--- config.mk ---
export PLATFORM = sky130hd
export DESIGN_NAME = pixel_dispatcher
export DESIGN_NICKNAME = d
export VERILOG_FILES = /design/src/rtl/pixel_dispatcher.sv
export SDC_FILE = /design/constraint.sdc
export NUM_CORES = 1
export LEC_CHECK = 0
export ABC_AREA = 1
export CELL_PAD_IN_SITES_DETAIL_PLACEMENT = 1
export CELL_PAD_IN_SITES_GLOBAL_PLACEMENT = 1
export CORE_MARGIN = 5
export CORE_UTILIZATION = 25
export DETAILED_ROUTE_END_ITERATION = 10
export GPL_TIMING_DRIVEN = 0
export PLACE_DENSITY_LB_ADDON = 0.1
export SETUP_SLACK_MARGIN = 0.2
export SLEW_MARGIN = 20
export SYNTH_ARGS = -nofsm -noshare
export SYNTH_HDL_FRONTEND = slang
export SYNTH_SLANG_ARGS = --single-unit
export TNS_END_PERCENT = 5
--- constraint.sdc ---
create_clock -name aclk -period 2.83 [get_ports aclk]
set_input_delay 0.7075 -clock aclk [delete_from_list [all_inputs] [get_ports aclk]]
set_output_delay 0.7075 -clock aclk [all_outputs]
set_load 0.05 [all_outputs]
--- src/rtl/pixel_dispatcher.sv ---
// Raster-order pixel job issuer feeding up to four ray-tracing cores in strict round-robin.
// The core rotation survives across frames so a result collector can follow the same order.
module pixel_dispatcher #(
  parameter int WIDTH_X = 10,
  parameter int WIDTH_Y = 10
) (
  input  logic               aclk,
  input  logic               areset,
  input  logic               start,
  input  logic               abort,
  input  logic [WIDTH_X-1:0] frame_width,
  input  logic [WIDTH_Y-1:0] frame_height,
  input  logic [2:0]         no_of_extra_cores,
  input  logic               job_ready_1,
  input  logic               job_ready_2,
  input  logic               job_ready_3,
  input  logic               job_ready_4,
  output logic               job_valid_1,
  output logic               job_valid_2,
  output logic               job_valid_3,
  output logic               job_valid_4,
  output logic [WIDTH_X-1:0] job_x,
  output logic [WIDTH_Y-1:0] job_y,
  output logic               job_last,
  output logic               busy,
  output logic               frame_done
);

  typedef enum logic [1:0] {IDLE = 2'd0, ISSUE = 2'd1, DONE = 2'd2} state_t;

  localparam logic [WIDTH_X-1:0] X_ONE = WIDTH_X'(1);
  localparam logic [WIDTH_Y-1:0] Y_ONE = WIDTH_Y'(1);

  state_t             state_q, state_d;
  logic [WIDTH_X-1:0] x_q, x_d, width_q, width_d;
  logic [WIDTH_Y-1:0] y_q, y_d, height_q, height_d;
  logic [1:0]         idx_q, idx_d;
  logic [2:0]         ncores_q, ncores_d;
  logic [3:0]         valid_q, valid_d;
  logic               last_q, last_d, busy_q, busy_d, done_q, done_d;

  logic [3:0]         ready;
  logic               hs;
  logic [2:0]         ncores_start;
  logic [1:0]         idx_start, idx_next;
  logic               x_wrap;
  logic [WIDTH_X-1:0] x_nx;
  logic [WIDTH_Y-1:0] y_nx;

  assign ready        = {job_ready_4, job_ready_3, job_ready_2, job_ready_1};
  assign hs           = |(valid_q & ready);
  assign ncores_start = (no_of_extra_cores > 3'd3) ? 3'd4 : no_of_extra_cores + 3'd1;
  assign idx_start    = ({1'b0, idx_q} >= ncores_start) ? 2'd0 : idx_q;
  assign idx_next     = (({1'b0, idx_q} + 3'd1) == ncores_q) ? 2'd0 : idx_q + 2'd1;
  // Compare against width-1 so a full-range width never needs x to count past its maximum.
  assign x_wrap       = (x_q == width_q - X_ONE);
  assign x_nx         = x_wrap ? '0 : x_q + X_ONE;
  assign y_nx         = x_wrap ? y_q + Y_ONE : y_q;

  always_comb begin
    state_d  = state_q;
    x_d      = x_q;
    y_d      = y_q;
    width_d  = width_q;
    height_d = height_q;
    idx_d    = idx_q;
    ncores_d = ncores_q;
    valid_d  = valid_q;
    last_d   = last_q;
    busy_d   = busy_q;
    done_d   = 1'b0;
    case (state_q)
      IDLE: begin
        if (start) begin
          width_d  = frame_width;
          height_d = frame_height;
          ncores_d = ncores_start;
          idx_d    = idx_start;
          x_d      = '0;
          y_d      = '0;
          busy_d   = 1'b1;
          if (frame_width == '0 || frame_height == '0) begin
            state_d = DONE;
            done_d  = 1'b1;
          end else begin
            state_d = ISSUE;
            valid_d = 4'b0001 << idx_start;
            last_d  = (frame_width == X_ONE) && (frame_height == Y_ONE);
          end
        end
      end
      ISSUE: begin
        if (hs) begin
          idx_d = idx_next;
          if (last_q) begin
            state_d = DONE;
            valid_d = 4'b0000;
            last_d  = 1'b0;
            done_d  = 1'b1;
          end else begin
            x_d     = x_nx;
            y_d     = y_nx;
            valid_d = 4'b0001 << idx_next;
            last_d  = (x_nx == width_q - X_ONE) && (y_nx == height_q - Y_ONE);
          end
        end
      end
      DONE: begin
        state_d = IDLE;
        busy_d  = 1'b0;
      end
      default: state_d = IDLE;
    endcase
    if (abort) begin
      state_d = IDLE;
      x_d     = '0;
      y_d     = '0;
      idx_d   = 2'd0;
      valid_d = 4'b0000;
      last_d  = 1'b0;
      busy_d  = 1'b0;
      done_d  = 1'b0;
    end
  end

  always_ff @(posedge aclk or posedge areset) begin
    if (areset) begin
      state_q  <= IDLE;
      x_q      <= '0;
      y_q      <= '0;
      width_q  <= '0;
      height_q <= '0;
      idx_q    <= 2'd0;
      ncores_q <= 3'd0;
      valid_q  <= 4'b0000;
      last_q   <= 1'b0;
      busy_q   <= 1'b0;
      done_q   <= 1'b0;
    end else begin
      state_q  <= state_d;
      x_q      <= x_d;
      y_q      <= y_d;
      width_q  <= width_d;
      height_q <= height_d;
      idx_q    <= idx_d;
      ncores_q <= ncores_d;
      valid_q  <= valid_d;
      last_q   <= last_d;
      busy_q   <= busy_d;
      done_q   <= done_d;
    end
  end

  assign job_valid_1 = valid_q[0];
  assign job_valid_2 = valid_q[1];
  assign job_valid_3 = valid_q[2];
  assign job_valid_4 = valid_q[3];
  assign job_x       = x_q;
  assign job_y       = y_q;
  assign job_last    = last_q;
  assign busy        = busy_q;
  assign frame_done  = done_q;

endmodule

== Word level (Yosys, flattened, before mapping) ==
Cells that the tools add are included.
Storage, ports and cells
  flip-flop bits (word level): 54
  bits in latches: 0
  RAM bits: 0
  ROM bits: 0
  bits of input ports: 31
  output and inout bits: 27
  logic and storage cells: 96
  memories kept: 0
Operators by class
  $add $sub $neg: 7
  $mul: 0
  divide/modulo/power cells: 0
  order comparisons: 2
  equal/unequal tests: 13
  shifts and indexed selects: 2
  mux-type cells: 45
  bitwise gates (word level): 1
  reduce and logical (&&, ||, !) cells: 15
Operators by type and width (count)
  10-bit two-way mux: 9
  10-bit one-hot mux with 2 select lines: 2
  10-bit == test: 3
  10-bit by 1-bit adder with 10-bit output, second input constant: 2
  10-bit by 1-bit == test with 1-bit output, second input constant: 2
  10-bit logical NOT: 2
  2-bit two-way mux: 10
  4-bit two-way mux: 5
  10-bit by 1-bit subtractor with 10-bit output, second input constant: 2
  3-bit inequality test, second input constant: 5
  1-bit two-way mux: 12
  2-bit one-hot mux with 2 select lines: 2
  4-bit one-hot mux with 2 select lines: 1
  4-bit AND reduction: 2
  1-bit by 2-bit << shifter with 4-bit output, first input constant: 2
  1-bit one-hot mux with 2 select lines: 3
  3-bit AND reduction: 2
  3-bit nonzero test: 2
  4-bit bitwise AND: 1
  2-bit AND reduction: 2
  4-bit OR reduction: 1
  2-bit by 1-bit adder with 3-bit output, second input constant: 1
  3-bit by 1-bit adder with 3-bit output, second input constant: 1
  3-bit == test: 1
  9 further kinds: 10

== Depth between registers and ports, before layout ==
  depth in word-level cells: 9
  depth in mapped cells: 24
  depth with buffers taken out: 23

== Least setup slack after synthesis ==
Ideal clock, no wire load.
  path kind: in2reg
  start point: in no_of_extra_cores[0]
  end point: reg valid_q[3]
  library setup time: 110 ps
  arrival time: 2347 ps
  data required time: 2720 ps
  setup slack: 373 ps
  stages: 12
  buffers on the path: 0
  path through: ha_1 > ha_1 > nor2_1 > inv_1 > nand2_1 > ha_1 > a21boi_0 > o211ai_1 > nand2_1 > inv_1 > o21ai_0 > o41ai_1
Between the ends
  word-level cells in the longest chain between the ends: 9
  elaborated cells on any way between the ends: 10
  those cells by class: add/sub: 1; order compare: 2; shift: 1; mux: 6
RTL lines
  from (decl): RTL line 13  | input logic [2:0] no_of_extra_cores,
  3-bit by 1-bit adder with 3-bit output or 3-bit by 2-bit greater-than comparator with 1-bit output (tied branches): RTL line 52  | assign ncores_start = (no_of_extra_cores > 3'd3) ? 3'd4 : no_of_extra_cores + 3'd1;
  3-bit two-way mux (*): RTL line 52
  2-bit by 3-bit >= comparator with 1-bit output (*): RTL line 53  | assign idx_start = ({1'b0, idx_q} >= ncores_start) ? 2'd0 : idx_q;
  2-bit two-way mux (*): RTL line 53
  1-bit by 2-bit << shifter with 4-bit output (*): RTL line 87  | valid_d = 4'b0001 << idx_start;
  4-bit two-way mux (*): RTL line 82  | if (frame_width == '0 || frame_height == '0) begin
  4-bit two-way mux (*): RTL line 74  | if (start) begin
  4-bit one-hot mux with 2 select lines (*): RTL line 72  | case (state_q)
  4-bit two-way mux (*): RTL line 114  | if (abort) begin
  to (signal assigned): RTL line 147  | valid_q <= valid_d;
  to (decl): RTL line 39  | logic [3:0] valid_q, valid_d;
Mark *: on every way between the ends. The rest lies on a longest branch, timed or not. The select of a mux whose other input is x is not followed.
A chain may end at the register's enable or synchronous reset.

== Final worst setup path ==
  start point: reg width_q[0]
  end point: reg last_q, in the netlist job_last
Between the ends
  word-level cells in the longest chain between the ends: 9
  elaborated cells on any way between the ends: 11
  those cells by class: add/sub: 1; eq/ne: 3; mux: 6; reduce/logical: 1
RTL lines
  from (decl): RTL line 35  | logic [WIDTH_X-1:0] x_q, x_d, width_q, width_d;
  from (signal assigned): RTL line 143  | width_q <= width_d;
  10-bit by 1-bit subtractor with 10-bit output (*): RTL line 56, 104
  10-bit == test: RTL line 56  | assign x_wrap = (x_q == width_q - X_ONE);
  10-bit two-way mux, on equally long branches: RTL line 57, 58
  10-bit == test: RTL line 104  | last_d = (x_nx == width_q - X_ONE) && (y_nx == height_q - Y_ONE);
  1-bit logical AND (*): RTL line 104
  1-bit two-way mux (*): RTL line 95  | if (last_q) begin
  1-bit two-way mux (*): RTL line 93  | if (hs) begin
  1-bit one-hot mux with 2 select lines (*): RTL line 72
  1-bit two-way mux (*): RTL line 114
  to (signal assigned): RTL line 148  | last_q <= last_d;
  to (decl): RTL line 40  | logic last_q, last_d, busy_q, busy_d, done_q, done_d;
Marked as above.

==> flow_metrics.env <==
export IMPL_syn_nets=620
export IMPL_hpwl_um=11000
export IMPL_synth_area_leaders="dfrtp_1, nand2_1, inv_1"
export IMPL_drc=0
export IMPL_syn_to_final_growth_pct=39.3
export IMPL_cts_made_buffers=5
export IMPL_fmax_ghz=0.377
export IMPL_p_per_area_mw_per_mm2=955
export IMPL_htreeDepth=2
export IMPL_antenna_left=0
export IMPL_nNetsFinal=708
export IMPL_rr_startpoint="width_q[0]$_DFFE_PP0P_"
export IMPL_synth_cells=580
export IMPL_ys_seq_area_frac=0.336
export IMPL_io_pins=58
export IMPL_hp_class="register to register"
export IMPL_routed_wl_um=14500
export IMPL_maxCapViolCount=0
export IMPL_grt_pass1_vias=4316
export IMPL_synth_area_per_cell_um2=6.94
export IMPL_fin_crit_sh=0.937
export IMPL_rsz0062_at_grt="yes"
export IMPL_setup_worst_path_start_class="register"
export IMPL_final_cell_mix="nand2_1, inv_1, clkdlybuf4s50_1, dfrtp_1, nand3_1"
export IMPL_timing_rr_end="job_last$_DFFE_PP0P_"
export IMPL_grt_overflow=0
export IMPL_ys_warn_count=0
export IMPL_syn_cell_area_mm2=0.00402
export IMPL_cp_endpoint="job_last$_DFFE_PP0P_"
export IMPL_clock_path_buffers=2
export IMPL_diodes=0
export IMPL_layout_commonest_cell="nand2_1"
export IMPL_ir_drop_v=0.000491
export IMPL_finalHoldWorstSlack_ps=511
export IMPL_core_area_mm2=0.0158
export IMPL_power_leakage_nw=2.58
export IMPL_clkSlewWorstSetupHoldPaths_ps=80
export IMPL_critical_path_startpoint="width_q[0]$_DFFE_PP0P_"
export IMPL_ys_types=43
export IMPL_fillerInstances=1956
export IMPL_clock_skew_ps=5.68
export IMPL_vias=4125
export IMPL_dpl_cell_count=854
export IMPL_clock_sinks=54
export IMPL_grt_max_degree=30
export IMPL_critPathMaxFanout=7
export IMPL_dr_pass1_iters=4
export IMPL_stdcell_count=885
export IMPL_antenna_found_initial=0
export IMPL_layout_drive_gt1_share=0.211
export IMPL_outcome="finished clean"
export IMPL_rrSetupSlack_ps=180
export IMPL_gp_congestion=0.803
export IMPL_insertion_delay_ps=310
export IMPL_hold_viol=0
export IMPL_die_w_um=137
export IMPL_max_slew_margin=0.539
export IMPL_worstSetupPathType="register to register"
export IMPL_ff_latch_area_mm2=0.00136
export IMPL_cts_tree="built"
export IMPL_drt_iter0_drc=170
export IMPL_worst_pin_slew_ps=682
export IMPL_start_util=0.254
export IMPL_ys_seq_elements=54
export IMPL_port_buffers=57
export IMPL_hold_start="ncores_q[0]$_DFFE_PP0P_"
export IMPL_wl_per_cell_um=16.4
export IMPL_slew_violations=0
export IMPL_critPathCaptureType="register"
export IMPL_critPathRequiredTime_ps=3080
export IMPL_grt_pass1_wl_um=22900
export IMPL_setup_viol=0
export IMPL_fp_row_count=46
export IMPL_cp_arrival_ps=2910
export IMPL_die_y_um=137
export IMPL_finalPower_mw=5.35
export IMPL_reg2reg_depth=22
export IMPL_viasPerCell=4.66
export IMPL_grt_util_all_layers=0.158
export IMPL_yosysTopAreaCell="dfrtp_1"
export IMPL_min_period_ps=2650
export IMPL_synth_top_cell_area_share=0.336
export IMPL_dieArea_mm2=0.0187
export IMPL_cts_root_buffer="clkbuf_16"
export IMPL_multiInputGateArea_mm2=0.00256
-- flip-flops by register name (all words and copies together) (netlist names) --
name        flops
height_q       10
job_x          10
job_y          10
width_q        10
valid_q         4
ncores_q        3
idx_q           2
state_q         2
busy            1
frame_done      1
job_last        1
-- worst max-delay path, stage by stage (launching register included) --
cell and delay (ps):
dfrtp_2 430, inv_4 80, ha_4 180, nand2_4 90
nand2_2 120, nand2_2 90, nand2_1 100, nand2_1 60
clkinv_1 40, nand3_1 90, nor2_4 190, nand3_4 170
clkinv_4 120, nand2_2 60, nand2_2 60, nand2_1 60
a21oi_2 140, nand2_1 90, nor2_2 130, nand2_1 90
nand2_1 70, nand2_1 60, nand2_1 60
-- per-stage QoR --
step,setup WS [ps],util,cell area [um^2],TNS [ps]
after floorplan,373,-,4020,0
after global placement,-573,0.307,4860,-40990
after detailed placement,-589,0.309,4890,-11630
after CTS,114,0.333,5280,0
after global routing,-25.7,0.354,5610,-25.7
final,178,0.354,5610,0
-- area by class of cell --
type,instances,share of cell area
multi-input combinational,419,0.456
sequential,54,0.242
timing repair buffer,80,0.144
inverter,98,0.0674
tap,216,0.0482
clock buffer,6,0.0248
buffer,10,0.0134
clock inverter,2,0.00357
-- worst min path at each step --
stage / end / slack (ps) / cells after the start
after global routing: ncores_q[0]$_DFFE_PP0P_ / 540 / 2
after floorplan: height_q[7]$_DFFE_PP0P_ / 450 / 2
after CTS: height_q[7]$_DFFE_PP0P_ / 510 / 2
final: ncores_q[0]$_DFFE_PP0P_ / 510 / 2
after global placement: height_q[7]$_DFFE_PP0P_ / 490 / 2
after detailed placement: height_q[7]$_DFFE_PP0P_ / 490 / 2
-- report_power, final --
part | internal, mW | total [mW] | switching, mW | leakage, nW
registers | 1.01 | 1.31 | 0.304 | 0.703
clock network | 0.364 | 0.711 | 0.347 | 0.0794
logic | 1.23 | 3.33 | 2.10 | 1.80
total | 2.60 | 5.35 | 2.75 | 2.58
-- what timing repair did --
item / in CTS / in global routing
hold buffers: 0 / 0
setup endpoints to repair: 27 / 27
cloned: 1 / 1
gates resized for setup: 42 / 63
setup buffers: 13 / 8
pin swaps: 23 / 35
-- synthesized netlist by cell type, drive strengths merged --
cell type and count:
a211oi 2, a21boi 1, a21oi 8, a221oi 1, a22o 1, a22oi 2, a31oi 1, a32oi 2
buf 2, clkbuf 8, clkinv 3, dfrtp 54, ha 9, inv 95, nand2 169, nand3 47
nand3b 3, nand4 13, nor2 54, nor3 10, nor4 3, o211ai 2, o21ai 39, o22ai 20
o311ai 1, o32ai 1, o41ai 1, or3 1, xnor2 4, xor2 23
-- routing by layer --
| metal | vias to the layer above | share of wire | GRT usage |
|---|---|---|---|
| met1 | 1989 | 0.45 | 0.201 |
| met4 | 0 | 0.016 | 0.0377 |
| li1 | 2061 | - | - |
| met2 | 62 | 0.50 | 0.279 |
| met5 | - | 0 | 0 |
| met3 | 13 | 0.036 | 0.0272 |
-- cells by family after synthesis --
kind of cell,Yosys count,synth area share
DFF,54,0.336
xor gates and xnor gates,27,0.0588
and+or+nand+nor,300,0.346
buffers and inverters,108,0.108
AOI/OAI and AO/OA,82,0.123
adders and majority gates,9,0.0280
No activity file was read; power rests on OpenSTA's default activity.
